File: config.mk
export PLATFORM = sky130hd
export DESIGN_NAME = regroup_frag_write
export DESIGN_NICKNAME = d
export VERILOG_FILES = /design/src/rtl/regroup_frag_write_pkg.sv /design/src/rtl/regroup_frag_write_bufid_queue.sv /design/src/rtl/regroup_frag_write.sv
export SDC_FILE = /design/constraint.sdc
export NUM_CORES = 1
export LEC_CHECK = 0
export BUFFER_PORTS_ARGS = -buffer_cell sky130_fd_sc_hd__buf_2
export CAP_MARGIN = 20
export CORE_ASPECT_RATIO = 1.1
export CORE_UTILIZATION = 39
export DETAILED_ROUTE_END_ITERATION = 8
export GPL_ROUTABILITY_DRIVEN = 0
export PLACE_DENSITY = 0.67
export SYNTH_ARGS = -nofsm -noshare
export SYNTH_HDL_FRONTEND = slang
export SYNTH_HIERARCHICAL = 1
export SYNTH_SLANG_ARGS = --single-unit
File: constraint.sdc
create_clock -name i_clk -period 4.2 [get_ports i_clk]
set_input_delay 0.21 -clock i_clk [delete_from_list [all_inputs] [get_ports i_clk]]
set_output_delay 0.21 -clock i_clk [all_outputs]
set_load 0.02 [all_outputs]
File: src/rtl/regroup_frag_write_pkg.sv
// Shared definitions for the regroup write stage: packet tag encodings,
// bufid width and the per-build buffer offset widths.
package regroup_frag_write_pkg;

  localparam int BUFID_W = 9;
  localparam int PKT_W   = 134;

  // Word tag carried in bits [133:132] of every packet word
  typedef logic [1:0] pkt_tag_t;
  localparam pkt_tag_t TAG_HEAD = 2'b01;
  localparam pkt_tag_t TAG_MID  = 2'b11;
  localparam pkt_tag_t TAG_TAIL = 2'b10;

  // Buffer offset width for the fragment and non-fragment builds
  localparam int OFFSET_W_FRAG    = 3;
  localparam int OFFSET_W_NOTFRAG = 7;

  function automatic logic [15:0] sat_inc16(input logic [15:0] value);
    return (value == 16'hFFFF) ? value : value + 16'd1;
  endfunction

endpackage

File: src/rtl/regroup_frag_write_bufid_queue.sv
// Small show-ahead FIFO of completed bufids waiting for the packet reader.
// The caller guarantees no push when full and no pop when empty.
module regroup_bufid_queue
  import regroup_frag_write_pkg::*;
#(
  parameter int DEPTH = 4
) (
  input  logic                     i_clk,
  input  logic                     i_rst_n,
  input  logic                     push,
  input  logic [BUFID_W-1:0]       push_data,
  input  logic                     pop,
  output logic [BUFID_W-1:0]       head_data,
  output logic [$clog2(DEPTH):0]   count,
  output logic                     empty
);

  localparam int PTR_W = $clog2(DEPTH);

  logic [BUFID_W-1:0] mem [DEPTH];
  logic [PTR_W-1:0]   wr_ptr_reg;
  logic [PTR_W-1:0]   rd_ptr_reg;
  logic [PTR_W:0]     count_reg;
  logic               pop_ok;

  assign pop_ok    = pop && (count_reg != '0);
  assign head_data = mem[rd_ptr_reg];
  assign count     = count_reg;
  assign empty     = (count_reg == '0);

  // Storage is not reset; stale entries are never visible while count is 0
  always_ff @(posedge i_clk) begin
    if (push) begin
      mem[wr_ptr_reg] <= push_data;
    end
  end

  always_ff @(posedge i_clk) begin
    if (!i_rst_n) begin
      wr_ptr_reg <= '0;
      rd_ptr_reg <= '0;
      count_reg  <= '0;
    end else begin
      if (push) begin
        wr_ptr_reg <= wr_ptr_reg + PTR_W'(1);
      end
      if (pop_ok) begin
        rd_ptr_reg <= rd_ptr_reg + PTR_W'(1);
      end
      if (push && !pop_ok) begin
        count_reg <= count_reg + (PTR_W+1)'(1);
      end else if (pop_ok && !push) begin
        count_reg <= count_reg - (PTR_W+1)'(1);
      end
    end
  end

endmodule

File: src/rtl/regroup_frag_write.sv
// Packet write stage: allocates a bufid per packet, stores the words into
// packet RAM at {bufid, offset} and dispatches finished bufids to the reader.
module regroup_frag_write
  import regroup_frag_write_pkg::*;
#(
  parameter int OFFSET_W    = OFFSET_W_FRAG,
  parameter int QUEUE_DEPTH = 4
) (
  input  logic                          i_clk,
  input  logic                          i_rst_n,
  input  logic [PKT_W-1:0]              iv_pkt_data,
  input  logic                          i_pkt_data_wr,
  input  logic [BUFID_W-1:0]            iv_free_bufid,
  input  logic                          i_free_bufid_empty,
  output logic                          o_free_bufid_rd,
  output logic [PKT_W-1:0]              ov_pkt_ram_wdata,
  output logic                          o_pkt_ram_wr,
  output logic [BUFID_W+OFFSET_W-1:0]   ov_pkt_ram_waddr,
  output logic [BUFID_W-1:0]            ov_bufid,
  output logic                          o_bufid_wr,
  input  logic                          i_pkt_last_cycle_valid,
  output logic [15:0]                   ov_drop_cnt,
  output logic [15:0]                   ov_trunc_cnt
);

  localparam int ADDR_W = BUFID_W + OFFSET_W;
  localparam int CNT_W  = $clog2(QUEUE_DEPTH) + 1;

  localparam logic [1:0] ST_IDLE    = 2'd0;
  localparam logic [1:0] ST_WRITE   = 2'd1;
  localparam logic [1:0] ST_DISCARD = 2'd2;

  logic [1:0]          state_reg, state_next;
  logic [OFFSET_W-1:0] offset_reg, offset_next;
  logic [BUFID_W-1:0]  bufid_reg, bufid_next;
  logic                free_rd_next;
  logic                ram_wr_next;
  logic [ADDR_W-1:0]   ram_waddr_next;
  logic [PKT_W-1:0]    ram_wdata_next;
  logic [15:0]         drop_cnt_next;
  logic [15:0]         trunc_cnt_next;

  logic                q_push;
  logic                q_pop;
  logic [BUFID_W-1:0]  q_head;
  logic [CNT_W-1:0]    q_count;
  logic                q_empty;
  logic                reader_busy_reg;
  logic                dispatch;

  pkt_tag_t pkt_tag;
  assign pkt_tag = iv_pkt_data[PKT_W-1 -: 2];

  always_comb begin
    state_next     = state_reg;
    offset_next    = offset_reg;
    bufid_next     = bufid_reg;
    free_rd_next   = 1'b0;
    ram_wr_next    = 1'b0;
    ram_waddr_next = '0;
    ram_wdata_next = '0;
    drop_cnt_next  = ov_drop_cnt;
    trunc_cnt_next = ov_trunc_cnt;
    q_push         = 1'b0;

    case (state_reg)
      ST_IDLE: begin
        if (i_pkt_data_wr && (pkt_tag == TAG_HEAD)) begin
          // Admitting only with a free queue slot means the later push always fits
          if (!i_free_bufid_empty && (q_count < CNT_W'(QUEUE_DEPTH))) begin
            free_rd_next   = 1'b1;
            bufid_next     = iv_free_bufid;
            ram_wr_next    = 1'b1;
            ram_waddr_next = {iv_free_bufid, {OFFSET_W{1'b0}}};
            ram_wdata_next = iv_pkt_data;
            offset_next    = OFFSET_W'(1);
            state_next     = ST_WRITE;
          end else begin
            drop_cnt_next  = sat_inc16(ov_drop_cnt);
            state_next     = ST_DISCARD;
          end
        end
      end

      ST_WRITE: begin
        if (i_pkt_data_wr) begin
          ram_wr_next    = 1'b1;
          ram_waddr_next = {bufid_reg, offset_reg};
          if (pkt_tag == TAG_TAIL) begin
            ram_wdata_next = iv_pkt_data;
            q_push         = 1'b1;
            state_next     = ST_IDLE;
          end else if (offset_reg == {OFFSET_W{1'b1}}) begin
            // Buffer full: close the stored packet with a synthetic tail
            ram_wdata_next = {TAG_TAIL, iv_pkt_data[PKT_W-3:0]};
            trunc_cnt_next = sat_inc16(ov_trunc_cnt);
            q_push         = 1'b1;
            state_next     = ST_DISCARD;
          end else begin
            ram_wdata_next = iv_pkt_data;
            offset_next    = offset_reg + OFFSET_W'(1);
          end
        end
      end

      ST_DISCARD: begin
        if (i_pkt_data_wr && (pkt_tag == TAG_TAIL)) begin
          state_next = ST_IDLE;
        end
      end

      default: begin
        state_next = ST_IDLE;
      end
    endcase
  end

  always_ff @(posedge i_clk) begin
    if (!i_rst_n) begin
      state_reg        <= ST_IDLE;
      offset_reg       <= '0;
      bufid_reg        <= '0;
      o_free_bufid_rd  <= 1'b0;
      o_pkt_ram_wr     <= 1'b0;
      ov_pkt_ram_waddr <= '0;
      ov_pkt_ram_wdata <= '0;
      ov_drop_cnt      <= '0;
      ov_trunc_cnt     <= '0;
    end else begin
      state_reg        <= state_next;
      offset_reg       <= offset_next;
      bufid_reg        <= bufid_next;
      o_free_bufid_rd  <= free_rd_next;
      o_pkt_ram_wr     <= ram_wr_next;
      ov_pkt_ram_waddr <= ram_waddr_next;
      ov_pkt_ram_wdata <= ram_wdata_next;
      ov_drop_cnt      <= drop_cnt_next;
      ov_trunc_cnt     <= trunc_cnt_next;
    end
  end

  regroup_bufid_queue #(
    .DEPTH (QUEUE_DEPTH)
  ) u_bufid_queue (
    .i_clk     (i_clk),
    .i_rst_n   (i_rst_n),
    .push      (q_push),
    .push_data (bufid_reg),
    .pop       (q_pop),
    .head_data (q_head),
    .count     (q_count),
    .empty     (q_empty)
  );

  // One packet in flight at the reader; its last-cycle pulse frees the slot
  assign dispatch = !reader_busy_reg && !q_empty;
  assign q_pop    = dispatch;

  always_ff @(posedge i_clk) begin
    if (!i_rst_n) begin
      reader_busy_reg <= 1'b0;
      o_bufid_wr      <= 1'b0;
      ov_bufid        <= '0;
    end else begin
      o_bufid_wr <= dispatch;
      if (dispatch) begin
        ov_bufid        <= q_head;
        reader_busy_reg <= 1'b1;
      end else if (i_pkt_last_cycle_valid) begin
        reader_busy_reg <= 1'b0;
      end
    end
  end

endmodule
==> flow_metrics.py <==
metrics = {
    "status": {
        "outcome": "finished, final reports clean",
    },
    "timing": {
        "maxSlewViolCount": 0,
        "finalSetupViolCount": 0,
        "whs_ps": 43.0,
        "period_share": 0.647,
        "worst_slew_pin_slew_ps": 860,
        "max_freq_ghz": 0.368,
        "final_hold_viol_count": 0,
        "clock_skew_ps": 25.0,
        "rsz0062_at_grt": "false",
        "fin_crit_ps": 2720,
        "finalSetupTns_ps": 0,
        "max_slew_margin": 0.426,
    },
    "yosys": {
        "synth_cell_types": 53,
        "post_synthesis_cells": 743,
        "synth_sequential_area_ratio": 0.632,
        "syn-mean-instance-area_um2": 11.4,
        "yosys_most_used_dff": "dfxtp_1",
        "yosysWarningCount": 6,
        "synth_enable_flop_cells": 36,
        "mappedNetlistNets": 901,
        "synthesis.area_um2": 8480,
        "synth.ff_latch_count": 250,
        "ys_async_sr_fraction": 0,
    },
    "drt": {
        "wire_per_inst_um": 16.5,
        "drt-vias-per-instance": 4.78,
        "dr.first_iter.drc_count": 321,
        "ant_nets": 0,
        "drc_violations_left": 0,
        "vias": 7305,
        "drt_pre_antenna_iters": 5,
        "finalWirelength_mm": 25.3,
    },
    "floorplanning": {
        "die_footprint_um2": 22300,
        "die_w_um": 143,
        "io_pins": 338,
        "die_height_um": 157,
        "starting_utilization_of_the_core_area": 0.398,
        "core_region_area_um2": 21300,
        "rows": 56,
    },
    "critical_path": {
        "arrival_ps": 3160,
        "crit_path_start_kind": "register",
        "timing.critical_path.to_type": "register",
        "worst-endpoint-required_ps": 4650,
        "crit_path_max_fanout": 12,
        "r2r_cells": 10,
        "path_class": "register to register",
    },
    "worst_hold_path": {
        "holdCritPathClass": "input pin to register",
        "hold_path_depth": 3,
    },
    "placement": {
        "detailedPlacementHpwl_mm": 16.1,
        "numPortBuffers": 337,
    },
    "pwr": {
        "power.static_leakage_nw": 5.66,
        "pwr_density_cell_nw_per_um2": 404,
        "power.ir.vdd_worst_mv": 0.422,
        "netSwitchingFraction": 0.210,
        "power.sequential.fraction": 0.476,
        "internal_power_mw": 4.08,
        "power.share.clock": 0.464,
        "power.combinational.fraction": 0.060,
        "power_switching_mw": 1.09,
    },
    "cells_and_area": {
        "top_regs": "ov_pkt_ram_wdata: 134 flops, u_bufid_queue/mem: 36 flops",
        "layout_common_cells": "337 x buf_2, 214 x dfxtp_1, 143 x dlygate4sd3_1",
        "nets": 1376,
        "syn2layout_area_growth_pct": 50.7,
        "final_common_cell": "buf_2",
        "top_register": "ov_pkt_ram_wdata",
        "largest_register_ff_count": 134,
        "drive_above_1_share": 0.327,
    },
    "clocking": {
        "clock_path_buffers": 3,
        "clock_tree_from_tritoncts": "yes",
        "cts.clk_slew.worst_paths_ps": 60,
        "cts.root.buffer_cell": "clkbuf_16",
        "clock_latency_ps": 540,
        "htree_levels": 1,
        "cts_inserted_buffers": 26,
        "cts_num_sinks": 250,
    },
    "grt": {
        "grt_pass1_wl_mm": 38.1,
        "global_route.usage.total": 0.222,
        "grt_pass1_vias": 7218,
        "grt_overflow_total": 0,
        "grt_antenna_before_repair": 1,
        "grt_max_degree": 134,
    },
    "flow_run": {
        "max_cap_violations": 0,
    },
}
-- worst paths after layout --
path	startpoint	to	slack, ps
max	u_bufid_queue/count[1]	u_bufid_queue/count[2]	1480
min	iv_pkt_data[132]	ov_pkt_ram_wdata[132]	40
max reg2reg	u_bufid_queue/count[1]	u_bufid_queue/count[2]	1480
min reg2reg	ov_bufid[8]	ov_bufid[8]	450
-- per-stage QoR --
stage | cell area (µm²) | total power, mW | util | cells | setup slack (ps)
after global routing | 12800 | 5.34 | 0.600 | 1529 | 1270
after global placement | 10400 | 2.70 | 0.488 | 1335 | 1600
after detailed placement | 10400 | 2.71 | 0.488 | 1335 | 1510
after CTS | 12700 | 5.20 | 0.598 | 1525 | 1500
final | 12800 | 5.17 | 0.600 | 1529 | 1480
after floorplan | 8480 | 2.60 | - | 743 | 1710
-- cell type report --
| type | instances | area [µm²] |
|---|---|---|
| Antenna cell | 1 | 2.50 |
| Clock buffer | 39 | 769 |
| Clock inverter | 9 | 149 |
| Fill cell | 1702 | 8510 |
| Inverter | 10 | 37.5 |
| Multi-Input combinational cell | 445 | 2930 |
| Sequential cell | 250 | 5370 |
| Tap cell | 290 | 363 |
| Timing Repair Buffer | 485 | 3180 |
-- worst max-delay path, cell delays in order, from the launching register on --
cell      delay [ps]
dfxtp_1          390
nor3_1           200
or2_2            260
clkinv_1         340
o31ai_4          160
ha_1             230
inv_1             60
fa_1             380
xor2_1           160
or3_1            310
a21boi_0         160
-- cell usage after synthesis, drive strengths merged, types with 2 or more instances --
master | instances | area share
nor3 | 2 | 0.0012
nand4 | 15 | 0.011
mux4 | 9 | 0.024
nor2 | 6 | 0.0027
nand3 | 11 | 0.0065
o32ai | 2 | 0.0021
or2 | 2 | 0.0015
xnor2 | 3 | 0.0031
nor2b | 2 | 0.0015
mux2i | 13 | 0.015
o311ai | 3 | 0.0040
and4 | 3 | 0.0031
dfxtp | 214 | 0.50
or3 | 6 | 0.0044
o31ai | 14 | 0.014
clkbuf | 22 | 0.0099
and3 | 6 | 0.0044
o41ai | 3 | 0.0031
ha | 9 | 0.013
and2 | 142 | 0.10
edfxtp | 36 | 0.13
nand2b | 15 | 0.011
nand3b | 2 | 0.0032
o21ai | 10 | 0.0059
and2b | 2 | 0.0019
a21oi | 53 | 0.031
nor4 | 14 | 0.011
or3b | 3 | 0.0031
xor2 | 2 | 0.0021
nand2 | 69 | 0.031
buf | 16 | 0.010
o21a | 3 | 0.0027
inv | 9 | 0.0040
or4 | 14 | 0.012
-- power groups by stage --
| stage | Combinational, mW | Sequential [mW] | Clock, mW |
|---|---|---|---|
| after floorplan | 0.0602 | 2.54 | 0 |
| after global placement | 0.191 | 2.51 | 0 |
| after detailed placement | 0.194 | 2.51 | 0 |
| after CTS | 0.298 | 2.46 | 2.44 |
| after global routing | 0.332 | 2.46 | 2.55 |
| final | 0.311 | 2.46 | 2.40 |
-- kinds of logic (layout without fill, tap and decap cells) --
kind of cell,count (synthesis),count (layout),share of synthesized area
adder cells (fa/ha/maj),10,10,0.0156
other,0,1,0
buffers and inverters,48,543,0.0243
AND/OR/NAND/NOR,316,316,0.216
AO/OA/AOI/OAI,92,92,0.0671
multiplexers,22,22,0.0392
flip-flops,250,250,0.632
XOR/XNOR,5,5,0.00516
-- metal layers --
metal / vias to the layer above / routed length (µm) / GRT usage
met1: 3466 / 9770 / 0.244
met2: 270 / 13000 / 0.408
met3: 53 / 1610 / 0.0499
li1: 3516 / - / -
met5: - / 0 / 0
met4: 0 / 903 / 0.0886
-- repair_timing --
item	in CTS	in global routing
hold buffers	142	1
buffers inserted	0	0
endpoints found under the hold margin	151	1
gates resized for setup	0	0
Power figures use the tool's default switching activity.
